===== config.mk =====
export PLATFORM = sky130hd
export DESIGN_NAME = packed_dot_engine_flat
export DESIGN_NICKNAME = d
export VERILOG_FILES = /design/src/rtl/packed_dot_engine_if.sv /design/src/rtl/packed_dot_engine.sv /design/src/flat_wrapper.sv
export SDC_FILE = /design/constraint.sdc
export NUM_CORES = 1
export LEC_CHECK = 0
export BUFFER_PORTS_ARGS = -buffer_cell sky130_fd_sc_hd__buf_4
export CORE_AREA = 2 2 201 203
export CTS_BUF_LIST = sky130_fd_sc_hd__clkbuf_4
export CTS_CLUSTER_DIAMETER = 100
export DETAILED_ROUTE_END_ITERATION = 10
export DIE_AREA = 0 0 203 205
export SLEW_MARGIN = 20
export SYNTH_ARGS = -nofsm -noshare
export SYNTH_HDL_FRONTEND = slang
export SYNTH_SLANG_ARGS = --single-unit
export TNS_END_PERCENT = 30

===== constraint.sdc =====
create_clock -name clk -period 15.65 [get_ports clk]
set_input_delay 2.3475 -clock clk [delete_from_list [all_inputs] [get_ports clk]]
set_output_delay 2.3475 -clock clk [all_outputs]
set_load 0.01 [all_outputs]

===== src/rtl/packed_dot_engine_if.sv =====
// packed_dot_engine_if: controller handshake plus input-SRAM and weight-memory ports of packed_dot_engine.
interface packed_dot_engine_if #(
    parameter int ADDR_W = 12,
    parameter int DATA_W = 16
);
    logic              dut_run;
    logic              dut_busy;
    logic [ADDR_W-1:0] dut_sram_read_address;
    logic [DATA_W-1:0] sram_dut_read_data;
    logic [ADDR_W-1:0] dut_wmem_read_address;
    logic [DATA_W-1:0] wmem_dut_read_data;
    logic [ADDR_W-1:0] dut_sram_write_address;
    logic [DATA_W-1:0] dut_sram_write_data;
    logic              dut_sram_write_enable;
    modport slave (
        input  dut_run, sram_dut_read_data, wmem_dut_read_data,
        output dut_busy, dut_sram_read_address, dut_wmem_read_address,
               dut_sram_write_address, dut_sram_write_data, dut_sram_write_enable
    );
    modport master (
        output dut_run, sram_dut_read_data, wmem_dut_read_data,
        input  dut_busy, dut_sram_read_address, dut_wmem_read_address,
               dut_sram_write_address, dut_sram_write_data, dut_sram_write_enable
    );
endinterface


===== src/rtl/packed_dot_engine.sv =====
// packed_dot_engine: header-driven signed dot product over packed 2/4/8/16-bit elements, one result write.
// Defining PACKED_DOT_SATURATE_EN saturates the result to signed DATA_W instead of truncating it.
module packed_dot_engine #(
    parameter int                ADDR_W    = 12,
    parameter int                DATA_W    = 16,
    parameter int                ACC_W     = 32,
    parameter int                MAX_ELEMS = 1024,
    parameter logic [ADDR_W-1:0] OUT_ADDR  = 12'hFFF
) (
    input logic                clk,
    input logic                reset_b,
    packed_dot_engine_if.slave bus
);
    localparam int CNT_W = $clog2(MAX_ELEMS + 1);
    localparam int OFF_W = $clog2(DATA_W);
    typedef enum logic [2:0] {IDLE, HDR0, HDR1, HDR2, FETCH, MAC, WRITE} state_t;
    state_t                   state_q, state_d;
    logic [CNT_W-1:0]         n_q, cnt_q;
    logic [OFF_W:0]           wi_q, ww_q;
    logic [OFF_W-1:0]         oi_q, ow_q, oi_n, ow_n;
    logic [ADDR_W-1:0]        ai_q, aw_q, pi_q, pw_q;
    logic [DATA_W-1:0]        xi_q, xw_q, xi, xw, result;
    logic signed [DATA_W-1:0] ei, ew;
    logic signed [2*DATA_W-1:0] prod;
    logic signed [ACC_W-1:0]  acc_q;
    logic                     last, fetch;
    function automatic logic [OFF_W:0] width_dec(input logic [DATA_W-1:0] w);
        return (w == 2 || w == 4 || w == 8) ? w[OFF_W:0] : (OFF_W+1)'(DATA_W);
    endfunction
    function automatic logic signed [DATA_W-1:0] unpack(input logic [DATA_W-1:0] word,
                                                        input logic [OFF_W-1:0] off,
                                                        input logic [OFF_W:0] w);
        logic [DATA_W-1:0] s;
        s = word >> off;
        return w == 2 ? {{(DATA_W-2){s[1]}}, s[1:0]} :
               w == 4 ? {{(DATA_W-4){s[3]}}, s[3:0]} :
               w == 8 ? {{(DATA_W-8){s[7]}}, s[7:0]} : s;
    endfunction
    // An operand whose bit offset is 0 takes the word arriving this cycle; otherwise its held word
    assign xi    = oi_q == 0 ? bus.sram_dut_read_data : xi_q;
    assign xw    = ow_q == 0 ? bus.wmem_dut_read_data : xw_q;
    assign ei    = unpack(xi, oi_q, wi_q);
    assign ew    = unpack(xw, ow_q, ww_q);
    assign prod  = ei * ew;
    assign oi_n  = state_q == MAC ? oi_q + wi_q[OFF_W-1:0] : oi_q;
    assign ow_n  = state_q == MAC ? ow_q + ww_q[OFF_W-1:0] : ow_q;
    assign fetch = oi_n == 0 || ow_n == 0;
    assign last  = cnt_q + 1'b1 == n_q;
    assign bus.dut_sram_read_address = ai_q;
    assign bus.dut_wmem_read_address = aw_q;
`ifdef PACKED_DOT_SATURATE_EN
    localparam logic signed [ACC_W-1:0] SAT_MAX = ACC_W'((1 << (DATA_W - 1)) - 1);
    localparam logic signed [ACC_W-1:0] SAT_MIN = ~SAT_MAX;
    assign result = acc_q > SAT_MAX ? SAT_MAX[DATA_W-1:0] :
                    acc_q < SAT_MIN ? SAT_MIN[DATA_W-1:0] : acc_q[DATA_W-1:0];
`else
    assign result = acc_q[DATA_W-1:0];
`endif
    always_ff @(posedge clk or negedge reset_b) begin
        if (!reset_b) state_q <= IDLE;
        else          state_q <= state_d;
    end
    always_comb begin
        state_d = state_q;
        case (state_q)
            IDLE:    state_d = bus.dut_run ? HDR0 : IDLE;
            HDR0:    state_d = HDR1;
            HDR1:    state_d = HDR2;
            HDR2:    state_d = n_q == 0 ? WRITE : fetch ? FETCH : MAC;
            FETCH:   state_d = MAC;
            MAC:     state_d = last ? WRITE : fetch ? FETCH : MAC;
            default: state_d = IDLE;
        endcase
    end
    always_comb begin
        bus.dut_busy               = state_q != IDLE;
        bus.dut_sram_write_enable  = state_q == WRITE;
        bus.dut_sram_write_address = state_q == WRITE ? OUT_ADDR : '0;
        bus.dut_sram_write_data    = state_q == WRITE ? result : '0;
    end
    always_ff @(posedge clk or negedge reset_b) begin
        if (!reset_b) begin
            n_q   <= '0;
            cnt_q <= '0;
            wi_q  <= '0;
            ww_q  <= '0;
            oi_q  <= '0;
            ow_q  <= '0;
            ai_q  <= '0;
            aw_q  <= '0;
            pi_q  <= '0;
            pw_q  <= '0;
            xi_q  <= '0;
            xw_q  <= '0;
            acc_q <= '0;
        end else begin
            if (state_d == HDR0) begin
                ai_q <= '0;
                aw_q <= '0;
                oi_q <= '0;
                ow_q <= '0;
                pi_q <= ADDR_W'(2);
                pw_q <= ADDR_W'(2);
            end
            if (state_d == HDR1) begin
                ai_q <= ADDR_W'(1);
                aw_q <= ADDR_W'(1);
            end
            if (state_q == HDR1)
                n_q <= bus.sram_dut_read_data > MAX_ELEMS ? CNT_W'(MAX_ELEMS) : bus.sram_dut_read_data[CNT_W-1:0];
            if (state_q == HDR2) begin
                wi_q  <= width_dec(bus.sram_dut_read_data);
                ww_q  <= width_dec(bus.wmem_dut_read_data);
                acc_q <= '0;
                cnt_q <= '0;
            end
            if (state_d == FETCH && oi_n == 0) begin
                ai_q <= pi_q;
                pi_q <= pi_q + 1'b1;
            end
            if (state_d == FETCH && ow_n == 0) begin
                aw_q <= pw_q;
                pw_q <= pw_q + 1'b1;
            end
            if (state_q == MAC) begin
                xi_q  <= xi;
                xw_q  <= xw;
                oi_q  <= oi_n;
                ow_q  <= ow_n;
                acc_q <= acc_q + ACC_W'(prod);
                cnt_q <= cnt_q + 1'b1;
            end
        end
    end
endmodule


===== src/flat_wrapper.sv =====
// flat-port wrapper written by rule: the top's interface ports become plain ports
module packed_dot_engine_flat 
#(
    parameter int                ADDR_W    = 12,
    parameter int                DATA_W    = 16,
    parameter int                ACC_W     = 32,
    parameter int                MAX_ELEMS = 1024,
    parameter logic [ADDR_W-1:0] OUT_ADDR  = 12'hFFF
)
  (clk, reset_b, bus_dut_run, bus_sram_dut_read_data, bus_wmem_dut_read_data, bus_dut_busy, bus_dut_sram_read_address, bus_dut_wmem_read_address, bus_dut_sram_write_address, bus_dut_sram_write_data, bus_dut_sram_write_enable);
  packed_dot_engine_if #(.ADDR_W(ADDR_W), .DATA_W(DATA_W)) bus_i ();
  input logic clk;
  input logic reset_b;
  input wire logic [$bits(bus_i.dut_run)-1:0] bus_dut_run;
  input wire logic [$bits(bus_i.sram_dut_read_data)-1:0] bus_sram_dut_read_data;
  input wire logic [$bits(bus_i.wmem_dut_read_data)-1:0] bus_wmem_dut_read_data;
  output wire logic [$bits(bus_i.dut_busy)-1:0] bus_dut_busy;
  output wire logic [$bits(bus_i.dut_sram_read_address)-1:0] bus_dut_sram_read_address;
  output wire logic [$bits(bus_i.dut_wmem_read_address)-1:0] bus_dut_wmem_read_address;
  output wire logic [$bits(bus_i.dut_sram_write_address)-1:0] bus_dut_sram_write_address;
  output wire logic [$bits(bus_i.dut_sram_write_data)-1:0] bus_dut_sram_write_data;
  output wire logic [$bits(bus_i.dut_sram_write_enable)-1:0] bus_dut_sram_write_enable;
  assign bus_i.dut_run = bus_dut_run;
  assign bus_i.sram_dut_read_data = bus_sram_dut_read_data;
  assign bus_i.wmem_dut_read_data = bus_wmem_dut_read_data;
  assign bus_dut_busy = bus_i.dut_busy;
  assign bus_dut_sram_read_address = bus_i.dut_sram_read_address;
  assign bus_dut_wmem_read_address = bus_i.dut_wmem_read_address;
  assign bus_dut_sram_write_address = bus_i.dut_sram_write_address;
  assign bus_dut_sram_write_data = bus_i.dut_sram_write_data;
  assign bus_dut_sram_write_enable = bus_i.dut_sram_write_enable;
  packed_dot_engine #(.ADDR_W(ADDR_W), .DATA_W(DATA_W), .ACC_W(ACC_W), .MAX_ELEMS(MAX_ELEMS), .OUT_ADDR(OUT_ADDR)) u_core (.clk(clk), .reset_b(reset_b), .bus(bus_i));
endmodule

==> metrics.txt <==
layout cell share with drive strength beyond 1=15.7%; # clock sinks=139; gr ovfl total=0; minimum clock period=9.55 ns; final setup vio count=0; htree depth=4; DP Wirelength=26.8 mm; Die X=203 µm; Root Buffer=clkbuf_4; Worst EP required=16.22 ns; total CTS buffers=17; CTS tree=built; syn_nets=1778; Clk pin slew, worst setup/hold paths=0.16 ns; Slew HR=32.3%; dpl ws=5.50 ns; non-filler cells, final=2152; FF-to-FF path depth=25; skew final=0.0354 ns; status=complete, no violations; average wire per standard cell=16.9 µm; M1 WL=16.4 mm; num ports=89; Syn Inst Count=1573; routability cong.=0.866; vias in the first global route=11600; Slew @ Worst Pin=1.01 ns; Area Growth Syn to Fin=9.36%; final cycle utilization of the critical path=61.0%; die height=205 µm; final setup TNS=0 ns; largest net degree at the start of global routing=74; Post-DRT Antenna Nets=0; Iter 0 DRT Violations=738; r2r startpoint=u_core.oi_q[0]$_DFFE_PN0P_; starting density of the core=34.5%; post-CTS setup buffers=0; hold buffer count at CTS=0; EDFF count, synth=0; worst skew pair latency=0.67 ns; Worst R2R End=u_core.acc_q[15]$_DFFE_PN0P_; num rows=73; ys flop type=dfrtp_1; final worst slack=6.10 ns; vias post-DR=11200; Overall Global Routing Usage=18.2%; reg-to-reg slack, setup=6.44 ns; initial antenna violation count=2; routed wl met2=17.8 mm; dpl cells=2115; WS Path Type=in2reg; Syn. warnings=0; Final Max Tran Viols=0; post-synthesis sequential area ratio=25.6%; Critical Path End Type=flip-flop; Highest Signal Layer=met4; synthesized flop and latch total=139; DRT Wirelength=36.3 mm; crit start category=input port; Initial DRT Pass Iterations=6; Final #Nets=1814; worst path arrival time=10.12 ns; DR vias/cell=5.22; async set-reset flop share out of synthesis=100%; RSZ-0062 raised after global routing=false; Hold Crit Class=reg2reg; Mapped Area=0.0136 mm²; worst hold margin=0.516 ns; metal3 WL=1.46 mm; port bufs=88; HP Start=u_core.pw_q[11]$_DFFE_PN0P_; DR DRC count=0; crit-path max FO=20; worst hold path cell count=1; Max-Cap Viols=0; count of cell types in the netlist=92; first-pass GRT wire length=60.6 mm; final hold viol count=0; clock buffer depth=2; max frequency=105 MHz; Synth Area per Inst=8.64 µm²; hold path endpoint=u_core.pw_q[11]$_DFFE_PN0P_; Filler Cells Inserted=3997; DIE AREA=0.0416 mm²; Core Region=0.0394 mm²; post_cts resized=0
## layout make-up
type	count	area (µm²)	share of cell area, %
Sequential cell	139	3480	23.4
Tap cell	525	657	4.42
Clock buffer	17	128	0.859
Inverter	196	736	4.95
Antenna cell	5	12.5	0.0842
Timing Repair Buffer	103	777	5.23
Multi-Input combinational cell	1152	8930	60.1
Clock inverter	15	146	0.985
## sequential cells by signal (all words and copies together), names as in the netlist, 4 cells and up
signal / count
u_core.cnt_q: 11
u_core.xi_q: 16
u_core.acc_q: 16
u_core.bus.dut_sram_read_address: 12
u_core.xw_q: 16
u_core.ow_q: 4
u_core.pw_q: 12
u_core.n_q: 11
u_core.wi_q: 5
u_core.ww_q: 5
u_core.bus.dut_wmem_read_address: 12
u_core.oi_q: 4
u_core.pi_q: 12
## cell usage after synthesis, drive strengths merged (36+ instances only)
cell / instances / share of area (%)
o21ai: 140 / 5.2
nor2: 169 / 4.8
dfrtp: 139 / 26
nand2: 149 / 4.1
mux2: 47 / 4.0
xnor2: 46 / 3.0
buf: 50 / 2.4
inv: 195 / 5.4
fa: 95 / 14
a21oi: 52 / 2.2
ha: 75 / 6.9
clkbuf: 36 / 0.99
## per-layer routing
metal	vias to the layer above	global-route usage, %
li1	5329	-
met1	5593	23.5
met2	243	31.4
met3	58	2.97
met4	0	5.11
met5	-	0
## worst max path at each step
stage                               from                           end  slack (ns)  cells past startpoint
2_1_floorplan  bus_sram_dut_read_data[5]  u_core.acc_q[15]$_DFFE_PN0P_        6.86                     30
3_3_place_gp   bus_sram_dut_read_data[5]  u_core.acc_q[15]$_DFFE_PN0P_        5.62                     27
3_5_place_dp   bus_sram_dut_read_data[5]  u_core.acc_q[15]$_DFFE_PN0P_        5.50                     27
4_1_cts        bus_sram_dut_read_data[5]  u_core.acc_q[15]$_DFFE_PN0P_        6.15                     27
5_1_grt        bus_sram_dut_read_data[5]  u_core.acc_q[15]$_DFFE_PN0P_        5.73                     27
6_report       bus_sram_dut_read_data[5]  u_core.acc_q[15]$_DFFE_PN0P_        6.10                     27
## placed cells by master (no fill, tap or decap), types with 42 or more instances in the layout
cell type	count
inv_1	193
xnor2_1	46
nor2_1	159
buf_4	102
dfrtp_1	139
ha_1	75
nand2_1	149
o21ai_0	120
a21oi_1	44
fa_1	95
mux2_2	42
## cell families (layout without fill, tap and decap cells)
| family | count (synthesis) | count (layout) | share of synthesized area (%) |
|---|---|---|---|
| other | 0 | 5 | 0 |
| muxes | 82 | 82 | 6.99 |
| DFF | 139 | 139 | 25.6 |
| xor gates and xnor gates | 64 | 64 | 4.43 |
| adders and majority gates | 170 | 170 | 20.9 |
| and+or+nand+nor | 517 | 517 | 17.9 |
| AOI/OAI and AO/OA | 319 | 319 | 15.4 |
| buffers and inverters | 282 | 331 | 8.83 |
## stage by stage
stage	util (%)	cell area, µm²
after floorplan	-	13600
after global routing	37.7	14900
after CTS	37.7	14800
after detailed placement	37.0	14600
after global placement	37.0	14600
final	37.7	14900
## critical path, cell delays in order
cell      delay [ns]
buf_4           0.13
mux2i_1         0.17
a211oi_2        0.10
o22ai_1         0.29
a221o_1         0.76
nand2_1         0.40
o21ai_1         0.65
nor2_1          0.18
fa_1            0.57
inv_1           0.06
fa_1            0.54
inv_1           0.05
fa_1            0.47
fa_1            0.43
inv_1           0.10
fa_1            0.44
fa_1            0.46
xor2_1          0.17
xnor2_1         0.24
xnor2_1         0.17
xnor2_1         0.17
xnor2_1         0.16
xnor2_1         0.16
xnor2_1         0.10
xnor2_1         0.24
xnor3_1         0.44
o21ai_1         0.13
Power is left out: the tool's default activity adds up to more than one toggle a clock period on the data nets, which glitch-free logic cannot reach.
